## src/rtl/dither_pkg.sv

```systemverilog
// Shared definitions for the duty-cycle dither modulator.
// Provides the dither mode codes and the BCD threshold decode helpers.
// Pure package: no ports, no state.
package dither_pkg;

  localparam int MODE_FRONT  = 0;
  localparam int MODE_SPREAD = 1;

  // True when either BCD digit is outside 0..9.
  function automatic logic bcd_invalid(input logic [7:0] bcd);
    return (bcd[7:4] > 4'd9) || (bcd[3:0] > 4'd9);
  endfunction

  // Two-digit BCD to binary. An invalid digit means full duty. A value above
  // the period is clamped to the period.
  function automatic logic [7:0] bcd2bin(input logic [7:0] bcd, input logic [7:0] period);
    logic [7:0] bin;
    bin = ({4'd0, bcd[7:4]} * 8'd10) + {4'd0, bcd[3:0]};
    if (bcd_invalid(bcd) || (bin > period)) begin
      bin = period;
    end
    return bin;
  endfunction

endpackage

```

## src/rtl/dither_chan.sv

```systemverilog
// One dither channel: BCD decode register, period-boundary threshold shadow,
// Bresenham accumulator, bump decision and registered output.
// Ports: clk/rst/en, shared step index cnt, base level a, threshold thr_bcd; outputs b, thre.
module dither_chan
  import dither_pkg::*;
#(
  parameter int W      = 2,
  parameter int PERIOD = 100,
  parameter int MODE   = 0,
  parameter int SAT    = 1
) (
  input  logic         clk,
  input  logic         rst,
  input  logic         en,
  input  logic [7:0]   cnt,
  input  logic [W-1:0] a,
  input  logic [7:0]   thr_bcd,
  output logic [W-1:0] b,
  output logic [7:0]   thre
);

  localparam logic [7:0] PER8 = 8'(PERIOD);
  localparam logic [8:0] PER9 = 9'(PERIOD);

  logic [7:0]   thr_dec;
  logic [7:0]   thr_use;
  logic [8:0]   acc;
  logic [8:0]   acc_base;
  logic [8:0]   s;
  logic         bump;
  logic [W-1:0] a_inc;

  always_comb begin
    // At step 0 the freshly decoded threshold is used directly, so the whole
    // period sees one consistent value; mid-period changes wait for step 0.
    thr_use  = (cnt == 8'd0) ? thr_dec : thre;
    acc_base = (cnt == 8'd0) ? 9'd0 : acc;
    // acc < PERIOD and thr_use <= PERIOD, so s < 510 fits in 9 bits.
    s        = acc_base + {1'b0, thr_use};
    if (MODE == MODE_SPREAD) begin
      bump = (s >= PER9);
    end else begin
      bump = (cnt < thr_use);
    end
    if ((SAT != 0) && (a == {W{1'b1}})) begin
      a_inc = a;
    end else begin
      a_inc = a + W'(1);
    end
  end

  always_ff @(posedge clk) begin
    if (rst) begin
      thr_dec <= 8'd0;
      thre    <= 8'd0;
      acc     <= 9'd0;
      b       <= '0;
    end else begin
      thr_dec <= bcd2bin(thr_bcd, PER8);
      if (en) begin
        if (cnt == 8'd0) begin
          thre <= thr_dec;
        end
        acc <= bump ? (s - PER9) : s;
        b   <= bump ? a_inc : a;
      end else begin
        b <= a;
      end
    end
  end

endmodule

```

## src/rtl/duty_dither_mc.sv

```systemverilog
// Multi-channel duty-cycle modulator: each channel emits a or a+1, with the
// number of +1 steps per period set by a per-channel BCD threshold.
// Ports: clk, rst (sync, high), en, a[NCH*W], thr_bcd[NCH*8]; outputs b, cnt, thre, wrap.
module duty_dither_mc
  import dither_pkg::*;
#(
  parameter int NCH    = 2,
  parameter int W      = 2,
  parameter int PERIOD = 100,
  parameter int MODE   = MODE_FRONT,
  parameter int SAT    = 1
) (
  input  logic             clk,
  input  logic             rst,
  input  logic             en,
  input  logic [NCH*W-1:0] a,
  input  logic [NCH*8-1:0] thr_bcd,
  output logic [NCH*W-1:0] b,
  output logic [7:0]       cnt,
  output logic [NCH*8-1:0] thre,
  output logic             wrap
);

  localparam logic [7:0] LAST = 8'(PERIOD - 1);

  // Shared step counter; wrap is high in the cycle that shows step 0 after
  // a completed period.
  always_ff @(posedge clk) begin
    if (rst) begin
      cnt  <= 8'd0;
      wrap <= 1'b0;
    end else begin
      wrap <= 1'b0;
      if (en) begin
        if (cnt == LAST) begin
          cnt  <= 8'd0;
          wrap <= 1'b1;
        end else begin
          cnt <= cnt + 8'd1;
        end
      end
    end
  end

  for (genvar c = 0; c < NCH; c++) begin : g_chan
    dither_chan #(
      .W      (W),
      .PERIOD (PERIOD),
      .MODE   (MODE),
      .SAT    (SAT)
    ) u_chan (
      .clk     (clk),
      .rst     (rst),
      .en      (en),
      .cnt     (cnt),
      .a       (a[c*W +: W]),
      .thr_bcd (thr_bcd[c*8 +: 8]),
      .b       (b[c*W +: W]),
      .thre    (thre[c*8 +: 8])
    );
  end

endmodule

```

## config.mk

```make
export PLATFORM = sky130hd
export DESIGN_NAME = duty_dither_mc
export DESIGN_NICKNAME = d
export VERILOG_FILES = /design/src/rtl/dither_pkg.sv /design/src/rtl/dither_chan.sv /design/src/rtl/duty_dither_mc.sv
export SDC_FILE = /design/constraint.sdc
export NUM_CORES = 1
export LEC_CHECK = 0
export ABC_AREA = 1
export CAP_MARGIN = 20
export CORE_ASPECT_RATIO = 1.4
export CORE_MARGIN = 2
export CORE_UTILIZATION = 50
export DETAILED_ROUTE_END_ITERATION = 16
export PLACE_DENSITY_LB_ADDON = 0.3
export SLEW_MARGIN = 20
export SYNTH_ARGS = -nofsm -noshare
export SYNTH_HDL_FRONTEND = slang
export SYNTH_SLANG_ARGS = --single-unit
```

## constraint.sdc

```tcl
create_clock -name clk -period 7.45 [get_ports clk]
set_input_delay 1.8625 -clock clk [delete_from_list [all_inputs] [get_ports clk]]
set_output_delay 1.8625 -clock clk [all_outputs]
set_load 0.05 [all_outputs]
```

After elaboration in Yosys (flattened, before gate mapping)
Cells that the tools add are included.

Multiplexer cells: 12. Multiply operators: 2. Eq/ne operators: 3. Add/subtract/negate cells: 5. Reduce and logical (&&, ||, !) cells: 8. Order comparisons: 8. Bitwise logic cells: 1.

Operator list (count): $mux 8 (3); $add 8x4->8 (2); $gt 4x4->1 const B (4); $gt 8x7->1 const B (2); $lt 8x8->1 (2); $mul 4x3->7 const B (2); $mux 7 (2); $mux 2 (6); $add 8x1->8 const B (1); $eq 8x7->1 const B (1); $logic_not 8->1 (1); $reduce_or 2->1 (3); $add 2x1->2 const B (2); $eq 2x2->1 const B (2); $logic_or 1x1->1 (4); $mux 1 (1); $not 1->1 (1).

Bits in registers: 45. Input bits: 23.

Longest topological paths before layout
Gate-level depths: netlist of the first run.

Word-level depth: 5. Depth in mapped cells: 20.

Hierarchy
Synthesis of the first run repeated with hierarchy kept, for this count alone.

Cell total of the unflattened synthesis: 382. Area, all modules: 2901.5 um^2.

By module, submodules not included: dither_chan (g_chan[0].u_chan) (cells an instance 158, times used 1, area an instance 1241.2 um^2); dither_chan (g_chan[1].u_chan) (cells an instance 158, times used 1, area an instance 1211.2 um^2); duty_dither_mc (cells an instance 66, times used 1, area an instance 449.2 um^2).

Worst setup path before layout of the first run
OpenSTA, ideal clock, no wires.

Kind: input port to flip-flop. Start: in thr_bcd[5]. End: reg g_chan[0].u_chan.thr_dec[5]. Stages: 12. Required time: 7.335 ns. Setup time: 0.115 ns. Arrival time: 3.567 ns. Path slack: 3.768 ns. Cells stage by stage: ha_1 ha_1 fa_1 nand2_1 inv_1 nand2_1 nor2_1 xor2_1 nor2_1 nand2_1 o21ai_0 inv_1.

Longest elaborated chain between the ends: 5. Elaborated cells on any way between the ends: 7. Those cells by class: add/sub (1); mul (1); order compare (2); mux (1); reduce/logical (2).

RTL lines: start, declared (line duty_dither_mc.sv:17) `input logic [NCH*8-1:0] thr_bcd,`; $mul 4x3->7 (line dither_pkg.sv:18) `bin = ({4'd0, bcd[7:4]} * 8'd10) + {4'd0, bcd[3:0]};`; $add 8x4->8 (line dither_pkg.sv:18); $gt 8x7->1 (line dither_pkg.sv:19) `if (bcd_invalid(bcd) || (bin > period)) begin`; $logic_or 1x1->1 (line dither_pkg.sv:19); $mux 7 * (line dither_pkg.sv:19); end signal, assigned (line dither_chan.sv:59) `thr_dec <= bcd2bin(thr_bcd, PER8);`; end, declared (line dither_chan.sv:25) `logic [7:0] thr_dec;`.

Every way passes the cells marked *; elsewhere a longest branch is shown, timed or not. A chain may end at the register's enable or synchronous reset.

Worst setup path after layout of the first run
Ends and elaborated chain as after synthesis.

==> results_dict.tcl, run 1 <==
set metrics [dict create \
    outcome "finished clean" \
    dieWidth_um 66.9 \
    first_global_vias 2364 \
    min_path_cells 2 \
    path_max_fanout 4 \
    worst-path-buf-inv 3 \
    synth_xor_area_share_pct 3.16 \
    endpoint_kind "flop" \
    yosysWarnings 0 \
    start_util_pct 50.9 \
    design_area_um2 3440 \
    worstSkewPairLatency_ps 300 \
    h-tree-depth 2 \
    grt_use_total_pct 20.4 \
    cpPeakStageDelay_ps 500 \
    final_cells 483 \
    vias 2391 \
    yosysSeqAreaShare_pct 32.5 \
    syn_area_per_cell_um2 7.63 \
    grt_max_degree 34 \
    slew_headroom_pct 51.7 \
    ys_ff_latch 45 \
    place_hpwl_mm 4.40 \
    ys_types 34 \
    area_growth_pct 24.2 \
    setup_violations 0 \
    clock.fmax_mhz 247 \
    post_drt_via_cell_ratio 4.95 \
    port-buffer-count 51 \
    n_fill_cell 528 \
    powerDensity_nw_per_um2 188 \
    final_util_pct 63.2 \
    placed_cell_area_um2 3340 \
    die_area_um2 6160 \
    synth_fa_ha_area_share_pct 16.9 \
    tightest_slew_ps 723 \
    rr_worst_depth 13 \
    hold_end "g_chan[1].u_chan.thre[4]$_SDFFE_PP0P_" \
    drt_iter0_drc 89 \
    post_cts_resized 0 \
    final_net_count 473 \
    irDropWorstVdd_mv 0.0953 \
    crit_path_top_delay_cell "fa_1" \
    post-route-min-period_ps 4050 \
    clk_path_buf_depth 2 \
    root_buffer "clkbuf_8" \
    maxSlewViolCount 0 \
    dpl_worst_slack_ps 3100 \
    hold_path.class "flop to flop" \
    num_rows 32 \
    layout_commonest_cell "nand2_1" \
    p_comb_share_pct 31.3 \
    crit_path_cell_trace "clkdlybuf4s50_1 -> ha_1 -> ha_1 -> fa_1 -> nand2_1 -> inv_1 -> nand2_1 -> nor2_1 -> xor2_1 -> nor2_1 -> nand2_1 -> o21ai_0 -> inv_1" \
    crit_required_ps 7640 \
    cts_tree "yes" \
    setup_tns_ps 0 \
    hold_start "g_chan[1].u_chan.thre[4]$_SDFFE_PP0P_" \
    drt_first_pass_iters 4 \
    r2r_slack_ps 4750 \
    synth_simple_gate_area_share_pct 20.9 \
    path_common_cell "nand2_1" \
    sw_frac_of_total_pct 32.5 \
    worst_slack_ps 3400 \
    antenna_left 0 \
    routedWlPerCell_um 11.4 \
    arrival_ps 4240 \
    final_cell_mix "74 x nand2_1, 59 x inv_1, 51 x clkdlybuf4s50_1, 45 x dfxtp_1, 31 x ha_1" \
    routed_wl_mm 5.52 \
    grt_overflow 0 \
    p_int_w 0.000436 \
    drc 0 \
    synth_top_family_by_area "simple AND/OR/NAND/NOR gates" \
    pwr-share-seq_pct 41.6 \
    clockPowerShare_pct 27.1 \
    coreArea_um2 5450 \
    cts_made_buffers 5 \
    die_h_um 92.1 \
    reg2reg_from "cnt[1]$_SDFFE_PP0P_" \
    clock_skew_ps 4.76 \
    place_congestion 0.832 \
    hold_buffers 0 \
    path_class "primary input to flop" \
    hold_viol 0 \
    drv_cap 0 \
    pin_count 52 \
    cts_sinks 45 \
    insertedDiodeCount 0 \
    startpoint_type "primary input" \
    synth.area.mux_share_pct 5.01 \
    cts_setup_buffers 0 \
    cellLeakagePower_nw 1.71 \
    rr_endpoint "g_chan[1].u_chan.b[0]$_SDFF_PP0_" \
    p_sw_w 0.000210 \
    syn-instance-count 363 \
    antenna_found_initial 0 \
    dpl.cell_count 476 \
    syn_area_um2 2770 \
    synth-compound-area-share_pct 11.4 \
    rsz0062_at_grt "false" \
    clk_pin_slew_worst_paths_ps 80 \
    crit_family "adder cells" \
    min_period_over_period_pct 54.3 \
    worstSetupStartpoint "thr_bcd[5]" \
    grt_pass1_wl_mm 9.84 \
    drive_gt1_share_pct 6.02 \
]
==> worst max path at each step <==
stage,endpoint,slack (ps),cells after the start
2_1_floorplan,g_chan[0].u_chan.thr_dec[5]$_SDFF_PP0_,3770,12
5_1_grt,g_chan[0].u_chan.thr_dec[5]$_SDFF_PP0_,3170,13
4_1_cts,g_chan[0].u_chan.thr_dec[5]$_SDFF_PP0_,3410,13
3_5_place_dp,g_chan[0].u_chan.thr_dec[5]$_SDFF_PP0_,3100,13
6_report,g_chan[0].u_chan.thr_dec[5]$_SDFF_PP0_,3400,13
3_3_place_gp,g_chan[1].u_chan.thr_dec[4]$_SDFF_PP0_,3190,11
==> final cells by class <==
class	instances	area (um2)	share of cell area (%)
repair buffers	52	518	15.1
multi-input cells	248	1600	46.4
clock buffers	5	68.8	2.00
clock inverters	2	35.0	1.02
inverters	63	236	6.87
flip-flops and latches	45	901	26.2
well taps	68	85.1	2.47
==> Yosys cell counts, drive strengths merged <==
library cell / instances / share of area [%]
o21a: 1 / 0.27
a31oi: 1 / 0.23
nor3: 6 / 1.1
a21o: 1 / 0.27
xor2: 5 / 1.6
nand3b: 1 / 0.27
a21oi: 14 / 2.5
nand2: 78 / 11
nor2: 33 / 4.7
buf: 3 / 0.77
o21bai: 1 / 0.27
clkbuf: 5 / 0.68
conb: 1 / 0.14
ha: 31 / 14
o21ai: 16 / 2.9
fa: 4 / 2.9
a41oi: 1 / 0.32
inv: 63 / 8.5
dfxtp: 45 / 33
nor4: 1 / 0.23
o211ai: 14 / 3.8
a211oi: 1 / 0.27
a2111oi: 1 / 0.54
xnor2: 5 / 1.6
mux2i: 12 / 5.0
nand3: 18 / 3.3
or2: 1 / 0.23
==> metrics by stage <==
| stage | hold WS, ps | power (W) |
|---|---|---|
| 2_1_floorplan | 541 | 0.000420 |
| 3_3_place_gp | 492 | 0.000473 |
| 3_5_place_dp | 500 | 0.000477 |
| 4_1_cts | 524 | 0.000651 |
| 5_1_grt | 547 | 0.000686 |
| 6_report | 518 | 0.000646 |
==> flip-flops by register name, summed over array words and instances (netlist names) <==
register               count
cnt                        8
g_chan.u_chan.b            4
g_chan.u_chan.thr_dec     16
g_chan.u_chan.thre        16
wrap                       1
==> routing by layer <==
metal / up-vias / wire [um] / GRT usage (%)
met3: 8 / 252 / 3.93
met4: 0 / 115 / 8.16
met2: 51 / 2940 / 37.8
li1: 1261 / - / -
met5: - / 0 / 0
met1: 1071 / 2210 / 21.8
==> logic make-up after synthesis <==
group / count (synthesis)
and+or+nand+nor: 138
buffers and inverters: 71
AOI/OAI and AO/OA: 51
DFF: 45
adders and majority gates: 35
muxes: 12
xor gates and xnor gates: 10
other: 1
==> power by group through the flow <==
stage          Combinational (W)  Sequential, W  Clock (W)
2_1_floorplan           0.000114       0.000306          0
3_3_place_gp            0.000198       0.000274          0
3_5_place_dp            0.000203       0.000274          0
4_1_cts                 0.000204       0.000269   0.000179
5_1_grt                 0.000229       0.000270   0.000187
6_report                0.000202       0.000269   0.000175
==> worst register-to-register path, stage by stage (launching register included) <==
cell and delay, ps:
dfxtp_1 470, inv_1 100, ha_1 210, nand2_1 80
nor2_2 50, nand2_4 240, mux2i_2 310, ha_1 310
a211oi_1 250, nand2_1 80, a41oi_1 220, nand3_1 130
nor2_1 100, nor2_1 60
Note: power is estimated with default switching activity, not from simulation.
==> run 2: changes to the inputs <==
clock period = 4.1 ns   (was 7.45 ns; I/O delays follow)
==> run 2 against run 1 <==
Against the previous run:
- count of clock-buffer cells in the layout rose by 1
- sequential share of layout area is 0.17 points lower
- die area unchanged
- critical endpoint is now g_chan[0].u_chan.thr_dec[2]$_SDFF_PP0_
- sequential power up 81%
- combinational power grew 83%
- via count is 2.1% higher
- largest cell class unchanged
- largest power group unchanged
- cell area up 0.65%
- critical path depth unchanged
- clock skew is 3.4 ps higher
==> results_dict.tcl, run 2 (synthesis gave the netlist of run 1 again) <==
set metrics [dict create \
    design_area_um2 3460 \
    h-tree-depth 2 \
    clk_path_buf_depth 2 \
    p_comb_share_pct 31.0 \
    tightest_slew_ps 524 \
    routed_wl_mm 5.58 \
    die_h_um 92.1 \
    setup_violations 0 \
    post-route-min-period_ps 3220 \
    rr_endpoint "g_chan[1].u_chan.b[0]$_SDFF_PP0_" \
    min_period_over_period_pct 78.5 \
    outcome "finished clean" \
    vias 2442 \
    antenna_found_initial 0 \
    coreArea_um2 5450 \
    grt_pass1_wl_mm 10.2 \
    area_growth_pct 25.0 \
    root_buffer "clkbuf_8" \
    reg2reg_from "cnt[0]$_SDFFE_PP0P_" \
    p_sw_w 0.000391 \
    place_hpwl_mm 4.56 \
    antenna_left 0 \
    path_max_fanout 4 \
    crit_family "adder cells" \
    cpPeakStageDelay_ps 500 \
    dieWidth_um 66.9 \
    insertedDiodeCount 0 \
    clockPowerShare_pct 28.0 \
    maxSlewViolCount 0 \
    rr_worst_depth 13 \
    top_regs "g_chan.u_chan.thr_dec: 16 flops, g_chan.u_chan.thre: 16 flops, cnt: 8 flops" \
    grt_overflow 0 \
    grt_use_total_pct 21.4 \
    port-buffer-count 51 \
    clk_pin_slew_worst_paths_ps 90 \
    drc 0 \
    slew_headroom_pct 64.9 \
    setup_tns_ps 0 \
    drive_gt1_share_pct 6.46 \
    worstSkewPairLatency_ps 300 \
    routedWlPerCell_um 11.5 \
    crit_required_ps 4300 \
    post_drt_via_cell_ratio 5.02 \
    clock_skew_ps 8.19 \
    cts_setup_buffers 0 \
    drt_first_pass_iters 4 \
    die_area_um2 6160 \
    worst-path-buf-inv 3 \
    num_rows 32 \
    path_depth 13 \
    layout_commonest_cell "nand2_1" \
    cts_made_buffers 5 \
    r2r_slack_ps 1420 \
    p_int_w 0.000799 \
    hold_start "g_chan[1].u_chan.thre[0]$_SDFFE_PP0P_" \
    start_util_pct 50.9 \
    crit_path_cell_trace "clkdlybuf4s50_1 -> ha_1 -> ha_1 -> fa_1 -> nand2_1 -> inv_1 -> nand2_1 -> nor2_1 -> xor2_1 -> nor2_1 -> nand2_1 -> o21ai_0 -> inv_1" \
    powerDensity_nw_per_um2 343 \
    clock.fmax_mhz 311 \
    drv_cap 0 \
    grt_max_degree 34 \
    hold_buffers 0 \
    rsz0062_at_grt "false" \
    hold_viol 0 \
    path_class "primary input to flop" \
    cts_tree "yes" \
    sw_frac_of_total_pct 32.8 \
    hold_end "g_chan[1].u_chan.thre[0]$_SDFFE_PP0P_" \
    place_congestion 0.821 \
    cellLeakagePower_nw 1.73 \
    final_cell_mix "74 x nand2_1, 59 x inv_1, 51 x clkdlybuf4s50_1, 45 x dfxtp_1, 31 x ha_1" \
    crit_path_top_delay_cell "fa_1" \
    irDropWorstVdd_mv 0.155 \
    drt_iter0_drc 66 \
    first_global_vias 2455 \
    hold_path.class "flop to flop" \
    arrival_ps 3420 \
    endpoint_kind "flop" \
    pwr-share-seq_pct 41.0 \
    cts_sinks 45 \
    final_net_count 475 \
    post_cts_resized 0 \
    startpoint_type "primary input" \
    placed_cell_area_um2 3350 \
    pin_count 52 \
    min_path_cells 2 \
    path_common_cell "nand2_1" \
]
## run 2: cell count changes in the layout (fill, tap and decap cells not counted)
| cell | before | now |
|---|---|---|
| buf_4 | 1 | 3 |
| clkinv_4 | 0 | 1 |
| clkbuf_1 | 0 | 1 |
| clkinv_2 | 1 | 0 |
## run 2: cell type report
class                           instances  area [um2]
Fill cell                             534        1980
Multi-Input combinational cell        248        1600
Sequential cell                        45         901
Timing Repair Buffer                   54         533
Inverter                               63         236
Tap cell                               68        85.1
Clock buffer                            6        72.6
Clock inverter                          2        38.8
## run 2: worst reg2reg max path, stage by stage (launching register included)
cell      delay, ps
dfxtp_1         430
inv_1           110
ha_1            240
nand2_1          90
nor2_2           50
nand2_4         230
mux2i_2         290
ha_1            300
a211oi_1        260
nand2_1          80
a41oi_1         220
nand3_1         130
nor2_1          100
nor2_1           50
## run 2: worst max path at each step
stage | from | to | slack (ps)
3_3_place_gp | thr_bcd[5] | g_chan[0].u_chan.thr_dec[5]$_SDFF_PP0_ | 680
3_5_place_dp | thr_bcd[5] | g_chan[0].u_chan.thr_dec[2]$_SDFF_PP0_ | 550
2_1_floorplan | thr_bcd[5] | g_chan[0].u_chan.thr_dec[5]$_SDFF_PP0_ | 1260
5_1_grt | thr_bcd[5] | g_chan[0].u_chan.thr_dec[2]$_SDFF_PP0_ | 530
4_1_cts | thr_bcd[5] | g_chan[0].u_chan.thr_dec[2]$_SDFF_PP0_ | 870
6_report | thr_bcd[5] | g_chan[0].u_chan.thr_dec[2]$_SDFF_PP0_ | 880
## run 2: routing by layer
| metal | track usage [%] | vias up | part of all wire (%) |
|---|---|---|---|
| met5 | 0 | - | 0 |
| met1 | 22.1 | 1112 | 39 |
| met4 | 8.33 | 0 | 2.2 |
| met3 | 4.42 | 8 | 3.9 |
| met2 | 40.5 | 44 | 55 |
| li1 | - | 1278 | - |
## run 2: power groups by stage
stage,sequential (W),clock (W),combinational [W]
detailed placement,0.000498,0,0.000371
finish,0.000487,0.000333,0.000369
floorplan,0.000556,0,0.000207
CTS,0.000488,0.000336,0.000373
global placement,0.000497,0,0.000363
global route,0.000491,0.000357,0.000417
## run 2: per-stage QoR
| step | worst slack, ps | hold slack, ps | instances | total power, W | util, % |
|---|---|---|---|---|---|
| final | 881 | 513 | 486 | 0.00119 | 63.6 |
| after global routing | 532 | 545 | 486 | 0.00126 | 63.6 |
| after floorplan | 1260 | 541 | 364 | 0.000763 | - |
| after global placement | 675 | 489 | 478 | 0.000860 | 61.6 |
| after CTS | 868 | 523 | 486 | 0.00120 | 63.6 |
| after detailed placement | 547 | 493 | 478 | 0.000870 | 61.6 |
